[config.mk]
export PLATFORM = sky130hd
export DESIGN_NAME = ascon_input_packer
export DESIGN_NICKNAME = d
export VERILOG_FILES = /design/src/rtl/ascon_input_packer.sv
export SDC_FILE = /design/constraint.sdc
export NUM_CORES = 1
export LEC_CHECK = 0
export ABC_AREA = 1
export CAP_MARGIN = 10
export CORE_ASPECT_RATIO = 0.8
export CORE_MARGIN = 4
export CORE_UTILIZATION = 62
export CTS_BUF_LIST = sky130_fd_sc_hd__clkbuf_2
export CTS_CLUSTER_SIZE = 12
export DETAILED_ROUTE_END_ITERATION = 10
export PLACE_DENSITY = 0.88
export SKIP_LAST_GASP = 1
export SLEW_MARGIN = 20
export SYNTH_ARGS = -nofsm -noshare
export SYNTH_HDL_FRONTEND = slang
export SYNTH_SLANG_ARGS = --single-unit
[constraint.sdc]
create_clock -name clock_i -period 3.7 [get_ports clock_i]
set_clock_uncertainty 0.1 [all_clocks]
set_input_delay 0.37 -clock clock_i [delete_from_list [all_inputs] [get_ports clock_i]]
set_output_delay 0.37 -clock clock_i [all_outputs]
set_load 0.01 [all_outputs]
[src/rtl/ascon_input_packer.sv]
// =============================================================================
// Module : ascon_input_packer
// Packs an AD/PT byte stream into padded 64-bit ASCON blocks and paces them to the core.
// Rev    : 1.0
// =============================================================================
`default_nettype none

module ascon_input_packer #(
  parameter int START_GAP = 18,
  parameter int BLOCK_GAP = 10
) (
  input  logic        clock_i,
  input  logic        resetb_i,
  input  logic        msg_start_i,
  input  logic [7:0]  byte_i,
  input  logic        byte_valid_i,
  input  logic        byte_type_i,
  input  logic        byte_last_i,
  output logic        byte_ready_o,
  input  logic        core_ready_i,
  output logic        start_o,
  output logic [63:0] data_o,
  output logic        data_valid_o,
  output logic        pt_phase_o,
  output logic        busy_o,
  output logic        err_o
);

  localparam int GAP_MAX = (START_GAP > BLOCK_GAP) ? START_GAP : BLOCK_GAP;
  localparam int GAP_W   = $clog2(GAP_MAX + 1);

  localparam logic [2:0] S_IDLE   = 3'd0;
  localparam logic [2:0] S_START  = 3'd1;
  localparam logic [2:0] S_FILL   = 3'd2;
  localparam logic [2:0] S_ISSUE  = 3'd3;
  localparam logic [2:0] S_PADBLK = 3'd4;
  localparam logic [2:0] S_DONE   = 3'd5;

  localparam logic [63:0] PAD_BLOCK = 64'h8000_0000_0000_0000;

  logic [2:0]       state;
  logic [2:0]       state_nxt;
  logic [2:0]       cnt;
  logic [GAP_W-1:0] gap;
  logic [63:0]      shreg;
  logic [63:0]      data_q;
  logic             pad_pending;
  logic             last_block;
  logic             pt_phase;
  logic             ad_closed;
  logic             err;

  logic             xfer;
  logic             mismatch;
  logic             accept;
  logic             fire;
  logic [63:0]      blk;
  logic [5:0]       byte_pos;
  logic [5:0]       pad_pos;

  assign xfer     = (state == S_FILL) && byte_valid_i;
  assign mismatch = (byte_type_i != ad_closed);
  assign accept   = xfer && !mismatch;
  assign fire     = ((state == S_ISSUE) || (state == S_PADBLK)) && (gap == '0) && core_ready_i;
  assign blk      = (state == S_PADBLK) ? PAD_BLOCK : shreg;
  assign byte_pos = {3'd7 - cnt, 3'b000};
  assign pad_pos  = {3'd6 - cnt, 3'b000};

  always_ff @(posedge clock_i) begin
    if (!resetb_i) begin
      state <= S_IDLE;
    end else begin
      state <= state_nxt;
    end
  end

  always_comb begin
    state_nxt = state;
    case (state)
      S_IDLE:   if (msg_start_i) state_nxt = S_START;
      S_START:  state_nxt = S_FILL;
      S_FILL:   if (accept && (byte_last_i || (cnt == 3'd7))) state_nxt = S_ISSUE;
      S_ISSUE: begin
        if (fire) begin
          if (pad_pending)                  state_nxt = S_PADBLK;
          else if (last_block && pt_phase)  state_nxt = S_DONE;
          else                              state_nxt = S_FILL;
        end
      end
      S_PADBLK: if (fire) state_nxt = pt_phase ? S_DONE : S_FILL;
      S_DONE:   state_nxt = S_IDLE;
      default:  state_nxt = S_IDLE;
    endcase
  end

  always_ff @(posedge clock_i) begin
    if (!resetb_i) begin
      cnt         <= '0;
      gap         <= '0;
      shreg       <= '0;
      data_q      <= '0;
      pad_pending <= 1'b0;
      last_block  <= 1'b0;
      pt_phase    <= 1'b0;
      ad_closed   <= 1'b0;
      err         <= 1'b0;
    end else begin
      // The issue cycle counts toward the block gap, hence BLOCK_GAP-1.
      if (state == S_START)  gap <= GAP_W'(START_GAP);
      else if (fire)         gap <= GAP_W'(BLOCK_GAP - 1);
      else if (gap != '0)    gap <= gap - 1'b1;

      if ((state == S_IDLE) && msg_start_i) err <= 1'b0;

      if (xfer) begin
        if (mismatch) begin
          err <= 1'b1;
        end else begin
          shreg[byte_pos +: 8] <= byte_i;
          cnt <= cnt + 3'd1;
          if (byte_last_i) begin
            last_block <= 1'b1;
            if (!byte_type_i) ad_closed <= 1'b1;
            if (cnt == 3'd7) pad_pending <= 1'b1;
            else             shreg[pad_pos +: 8] <= 8'h80;
          end
        end
      end

      if (fire) begin
        data_q <= blk;
        shreg  <= '0;
        cnt    <= '0;
        if (state == S_PADBLK) begin
          pad_pending <= 1'b0;
          pt_phase    <= 1'b1;
        end else if (!pad_pending) begin
          last_block <= 1'b0;
          if (last_block) pt_phase <= 1'b1;
        end else begin
          last_block <= 1'b0;
        end
      end

      if (state == S_DONE) begin
        pt_phase   <= 1'b0;
        ad_closed  <= 1'b0;
        last_block <= 1'b0;
      end
    end
  end

  always_comb begin
    start_o      = 1'b0;
    byte_ready_o = 1'b0;
    data_valid_o = fire;
    busy_o       = (state != S_IDLE);
    data_o       = fire ? blk : data_q;
    case (state)
      S_START: start_o      = 1'b1;
      S_FILL:  byte_ready_o = 1'b1;
      default: ;
    endcase
  end

  assign pt_phase_o = pt_phase;
  assign err_o      = err;

endmodule

`default_nettype wire
==> results by group, run 1 <==
Place
  • DP Area: around 7400 µm²
  • Gpl congestion: slightly above 1
  • Port Buffers: 84
  • Dpl ws: 0.689 ns
  • Hpwl dp: 12.0 mm

Yosys
  • Synth Net Count: 990
  • Yosys top cell by area: dfxtp_1
  • Syn Area/Cell: between 6 and 7 µm²
  • Sequential share of the synthesized area: a little over two fifths
  • Top cell type's share of synthesized area: roughly 44%
  • Mapped Cells: around 960
  • Most numerous cell in the Yosys netlist: nand2_1
  • Ys flop type: dfxtp_1
  • Synthesis Warnings: 0
  • Area contributors post-synth: dfxtp_1, nand2_1, a21oi_1, nor2_1, nand3_1
  • Number of synthesized flops with an enable pin: 0
  • Mapped Area: roughly 6600 µm²
  • FFs w/ async S/R, synth: 0%
  • Yosys reg bits: 144
  • Synth cell count leaders: nand2_1, dfxtp_1, nor2_1
  • Distinct cells, synth: 34

Floorplanning
  • Die H: between 90 and 100 µm
  • Starting Density: between 60% and 70%
  • Die area: ~12000 µm²
  • Num ports: between 80 and 90
  • Die Width: about 120 µm
  • # rows: 33
  • Core area: a little over 10000 µm²

Cells and area
  • P&R area growth vs syn: 18.2%
  • Fill count: a little over 800
  • Final #Nets: between 1000 and 1500
  • Core Util, Final: between 70% and 80%
  • Final instance area: between 7000 and 8000 µm²
  • Proportion of layout cells with a drive suffix above 1: around 8.1%
  • FF+latch area: roughly 2900 µm²
  • N_diodes: 0
  • Multi-input logic area: 3250 µm²

GRT
  • GRT Overall Usage: approximately 29%
  • Initial antenna violation count: 0
  • Grt ovf: 0
  • Largest net degree at the start of global routing: between 60 and 70
  • Vias in the first global route: approximately 5700
  • First-pass GRT wire length: ~28 mm

Setup path
  • Reg2reg end: shreg[7]$_SDFFE_PP0P_
  • Crit. path cell count: 10
  • Crit. End Element: primary output
  • Critical path, cell by cell: inv_1, ha_1, nand3_4, clkinv_1, nand3_4, nor2_4, buf_4, nand2_1, nand2_1, clkdlybuf4s50_1
  • Critical Path AT: 3.09 ns
  • Crit-path max cell delay: about 0.55 ns
  • Worst Reg2Reg Path Length in Cells: 9
  • Critical path's slowest cell: clkdlybuf4s50_1
  • WS Path Type: flop to primary output
  • Crit path required time: about 3.2 ns
  • Reg-to-reg slack, setup: between 1 and 1.5 ns
  • CP Buf/Inv Count: 4
  • Kind of cell adding the most delay to the critical path: buffers and inverters
  • Critical path startpoint: gap[0]$_SDFFE_PP0P_
  • Crit start category: flop
  • Crit path max fanout: 12
  • Reg2reg start: cnt[0]$_SDFFE_PP0P_
  • CP Capture Point: data_o[54]

Drt
  • WL met1: between 8 and 9 mm
  • 1st-pass router iterations: 7
  • Routed vias: approximately 6300
  • 1st-iter DRT viols: about 500
  • Met3 routed WL: roughly 1.3 mm
  • Drt wl/cell: ~14 µm
  • Post-Route WL: around 17 mm
  • Vias per cell: between 5 and 6
  • Highest routed layer: met4
  • # DRC: 0
  • WL met2: around 7.4 mm
  • Routed Antenna Nets: 0

Hold path
  • Hold WC Path Type: primary input to flop

Clock network
  • H-tree depth: 4
  • Clk root buf: clkbuf_2
  • Clock transition at path regs: approximately 0.23 ns
  • # clock sinks: about 140
  • TritonCTS Buffers: 17
  • Clk buf depth: 2
  • CTS tree: yes
  • Clk_lat worst skew: roughly 0.73 ns
  • # hold bufs at CTS: 0

Pwr
  • Worst VDD drop: 0.000490 V
  • Total power: between 3000 and 4000 µW
  • Pleak: 0.00356 µW
  • Power per cell area: 438 nW/µm²

Timing
  • Worst-Margin Slew: around 0.77 ns
  • Slew Limit Fails: 0
  • F_max: 281 MHz
  • Final Hold Vio Count: 0
  • RSZ-0062 raised after global routing: true
  • Final setup violating endpoints: 0
  • Worst slew margin: 48.6%
  • Share of the clock period used by the worst path: between 90% and 100%
  • Min cycle time layout: 3.56 ns
  • Setup ws final: 0.143 ns

Job
  • Max Cap Viol: 0

Run status
  • Status: complete, no violations
state kept, by name, indices dropped and copies added (netlist names):
signal,cells
err_o,1
cnt,3
state,3
ad_closed,1
gap,5
data_q,64
pad_pending,1
last_block,1
shreg,64
pt_phase_o,1
routing by layer:
layer  vias up  global-route usage (%)
li1       3214                       -
met1      2826                    41.3
met2       232                    43.3
met3        24                    6.37
met4         0                    7.57
met5         -                       0
worst min path at each step:
stage / endpoint / slack, ns / depth (start not counted) / from
finish: shreg[0]$_SDFFE_PP0P_ / 0.21 / 3 / byte_i[0]
CTS: shreg[3]$_SDFFE_PP0P_ / 0.20 / 3 / byte_i[3]
floorplan: gap[4]$_SDFFE_PN0P_ / 0.34 / 2 / gap[4]$_SDFFE_PN0P_
global placement: gap[4]$_SDFFE_PN0P_ / 0.35 / 2 / gap[4]$_SDFFE_PN0P_
global route: shreg[0]$_SDFFE_PP0P_ / 0.19 / 3 / byte_i[0]
detailed placement: ad_closed$_SDFFE_PP0P_ / 0.36 / 2 / ad_closed$_SDFFE_PP0P_
where the power goes:
part           total [µW]  internal [µW]  switching [µW]
clock                 939            321             618
sequential           1650           1610            47.8
combinational         796            250             547
total                3390           2180            1210
logic make-up after synthesis:
kind of cell	Yosys count	synth area share, %
and+or+nand+nor	565	35.8
DFF	144	44.0
xor gates and xnor gates	2	0.267
adders and majority gates	11	2.10
AOI/OAI and AO/OA	140	11.0
buffers and inverters	102	6.84
area by class of cell:
type                       count  area share (%)
clock buffer                  18            1.16
sequential                   144            37.2
multi-input combinational    719            41.9
timing repair buffer          93            12.1
clock inverter                14            2.02
inverter                      68            3.30
tap                          140            2.26
tightest hold or removal path: stages:
cell and delay, ns:
clkdlybuf4s50_1 0.43, o21ai_0 0.18, nor2_1 0.06
timing repair:
action / 4_1_cts / 5_1_grt
resized for setup: 1 / 6
endpoints found under the hold margin: 0 / 0
pin swaps: 1 / 1
gates cloned: 0 / 1
setup endpoints to repair: 64 / 64
setup buffers: 2 / 0
placed cells by master (no fill, tap or decap), drive strengths merged:
cell	n
nand4	2
a31oi	1
or2	1
clkbuf	18
o21a	1
ha	11
nor2	126
buf	9
o31ai	3
clkinvlp	5
clkinv	7
dfxtp	144
xnor2	1
o221ai	1
o21ai	46
nor3	19
nand2	367
bufinv	2
xor2	1
inv	68
nand3	50
clkdlybuf4s50	84
a21oi	88
nand3b	1
metrics by stage:
step | hold WS (ns) | setup TNS (ns) | instances
2_1_floorplan | 0.339 | 0 | 964
3_3_place_gp | 0.349 | 0 | 1160
3_5_place_dp | 0.363 | 0 | 1160
4_1_cts | 0.202 | 0 | 1194
5_1_grt | 0.190 | -0.141 | 1196
6_report | 0.209 | 0 | 1196
Power figures use the tool's default switching activity.
==> inputs of run 2 (changes only) <==
==> constraint.sdc (replaced) <==
create_clock -name clock_i -period 3.7 [get_ports clock_i]
set_clock_uncertainty 0.1 [all_clocks]
set_input_delay 0.74 -clock clock_i [delete_from_list [all_inputs] [get_ports clock_i]]
set_output_delay 0.74 -clock clock_i [all_outputs]
set_load 0.01 [all_outputs]
==> run 2 against run 1 <==
Effect of this change:
- sequential power barely moved
- non-clock buffer count rose by 11
- clock-buffer cell count fell by 1
- critical endpoint is now data_o[52]
- largest power group unchanged
- worst hold slack improved by 0.17 ns
- wire length rose by 5.2%
- cell area rose by 3.9%
==> results by group, run 2 (synthesis results as in run 1) <==
Run status
  • Status: complete, no violations

Pwr
  • Power per cell area: about 460 nW/µm²
  • Total power: ~3700 µW
  • Pleak: 0.00426 µW
  • Worst VDD drop: just under 0.0005 V

Setup path
  • WS Path Type: flop to primary output
  • Worst Reg2Reg Path Length in Cells: 10
  • CP Buf/Inv Count: 5
  • Reg2reg start: cnt[0]$_SDFFE_PP0P_
  • Kind of cell adding the most delay to the critical path: buffers and inverters
  • Crit-path max cell delay: 0.37 ns
  • Critical Path AT: about 2.7 ns
  • Reg-to-reg slack, setup: 1.17 ns
  • Critical path's slowest cell: dfxtp_2
  • Crit path required time: 2.86 ns
  • Reg2reg end: shreg[16]$_SDFFE_PP0P_
  • Crit start category: flop
  • Critical path, cell by cell: inv_1, ha_4, nand3_4, clkinv_4, nand3_4, nor2_4, buf_4, bufbuf_16, nand2_1, nand2_1, dlygate4sd2_1
  • Crit. End Element: primary output
  • Crit path max fanout: 12

Cells and area
  • N_diodes: 0
  • Proportion of layout cells with a drive suffix above 1: ~9.7%
  • Biggest regs: data_q: 64 flops, shreg: 64 flops, gap: 5 flops
  • Commonest cells after routing, fill and taps aside: nand2_1, dfxtp_1, nor2_1, a21oi_1, inv_1
  • P&R area growth vs syn: 22.7%
  • Fill count: 777
  • Commonest non-fill, non-tap cell in the layout: nand2_1
  • Final #Nets: between 1000 and 1500

Clock network
  • Clk_lat worst skew: between 0.6 and 0.7 ns
  • # hold bufs at CTS: 0
  • Clk buf depth: 2
  • Clk root buf: clkbuf_2
  • CTS tree: yes
  • # clock sinks: between 100 and 150
  • Clock transition at path regs: around 0.22 ns
  • H-tree depth: 4
  • TritonCTS Buffers: 17

Timing
  • Final Hold Vio Count: 0
  • Setup ws final: ~0.18 ns
  • Worst-Margin Slew: approximately 0.74 ns
  • Min cycle time layout: 3.52 ns
  • TNS Setup: 0 ns
  • Slew Limit Fails: 0
  • Share of the clock period used by the worst path: between 90% and 100%
  • Hold slack: between 0.3 and 0.4 ns
  • Final setup violating endpoints: 0
  • Worst slew margin: between 50% and 60%
  • F_max: around 280 MHz
  • RSZ-0062 raised after global routing: false

Floorplanning
  • Core area: ~10000 µm²
  • Num ports: 85
  • Die H: ~100 µm
  • Starting Density: 63.7%
  • Die area: between 10000 and 15000 µm²
  • # rows: 33
  • Die Width: ~120 µm

GRT
  • Largest net degree at the start of global routing: 68
  • Grt ovf: 0
  • Vias in the first global route: approximately 6000
  • First-pass GRT wire length: between 20 and 30 mm
  • Initial antenna violation count: 0
  • GRT Overall Usage: just over 30%

Hold path
  • Hold WC Path Type: flop to flop
  • Hold Path End: data_q[16]$_SDFF_PN0_
  • Hold Startpoint: shreg[16]$_SDFFE_PP0P_
  • Hold Path Depth: 2

Place
  • Hpwl dp: 12.1 mm
  • Port Buffers: 84
  • Dpl ws: between 0.2 and 0.3 ns
  • Gpl congestion: approximately 1.1

Drt
  • Drt wl/cell: 15.0 µm
  • Post-Route WL: ~18 mm
  • Routed Antenna Nets: 0
  • Routed vias: approximately 6500
  • 1st-pass router iterations: 8
  • # DRC: 0
  • Vias per cell: approximately 5.4
  • 1st-iter DRT viols: just over 600

Job
  • Max Cap Viol: 0
run 2: cell types whose count changed in the layout (fill, tap and decap cells not counted), sizes merged:
| cell | before | now |
|---|---|---|
| buf | 9 | 18 |
| bufbuf | 0 | 2 |
| inv | 68 | 66 |
| dlymetal6s2s | 0 | 24 |
| clkdlybuf4s50 | 84 | 38 |
| bufinv | 2 | 6 |
| clkinvlp | 5 | 1 |
| dlygate4sd2 | 0 | 22 |
| nor2 | 126 | 125 |
| clkbuf | 18 | 17 |
| clkinv | 7 | 8 |
run 2: metrics by stage:
step	cell area [µm²]	util, %	cells
global route	8040	78.2	1204
global placement	7480	72.8	1166
floorplan	6550	-	964
detailed placement	7480	72.8	1166
finish	8040	78.2	1204
CTS	7980	77.6	1204
run 2: how the worst max path moves through the flow:
stage,start,end,slack (ns),depth (start not counted)
final,gap[0]$_SDFFE_PP0P_,data_o[52],0.18,11
after global routing,state[0]$_SDFFE_PN0P_,data_o[28],0.02,9
after CTS,gap[0]$_SDFFE_PP0P_,data_o[56],0.08,11
after detailed placement,core_ready_i,data_o[56],0.29,7
after global placement,core_ready_i,data_o[21],0.36,7
after floorplan,gap[0]$_SDFFE_PP0P_,data_o[21],1.32,9
run 2: report_power, final:
| part | internal (µW) | leakage [µW] | switching, µW |
|---|---|---|---|
| Clock | 578 | 0.000181 | 580 |
| Combinational | 324 | 0.00291 | 582 |
| Sequential | 1610 | 0.00116 | 52.4 |
| Total | 2510 | 0.00426 | 1210 |
run 2: layout make-up:
type	count	area, µm²	share of cell area (%)
Sequential cell	144	2890	35.9
Clock buffer	17	85.1	1.06
Multi-Input combinational cell	718	3270	40.7
Clock inverter	13	236	2.94
Timing Repair Buffer	104	1130	14.0
Inverter	68	260	3.24
Tap cell	140	175	2.18
run 2: routing by layer:
metal	vias to the layer above	global-route usage [%]	wire length, µm
li1	3241	-	-
met4	0	10.1	522
met1	2912	40.9	7870
met2	271	47.0	7990
met3	39	8.17	1640
met5	-	0	0
run 2: what timing repair did:
action / CTS / global route
endpoints found under the setup margin: 64 / 24
gates cloned: 3 / 0
resized for setup: 40 / 24
setup buffers: 5 / 0
pin swaps: 1 / 1
run 2: tightest hold or removal path: cells and delay by family (launching register included):
family	cells	cell delay (ns)
AND/OR/NAND/NOR	1	0.07
AO/OA/AOI/OAI	1	0.05
flip-flops	1	0.37
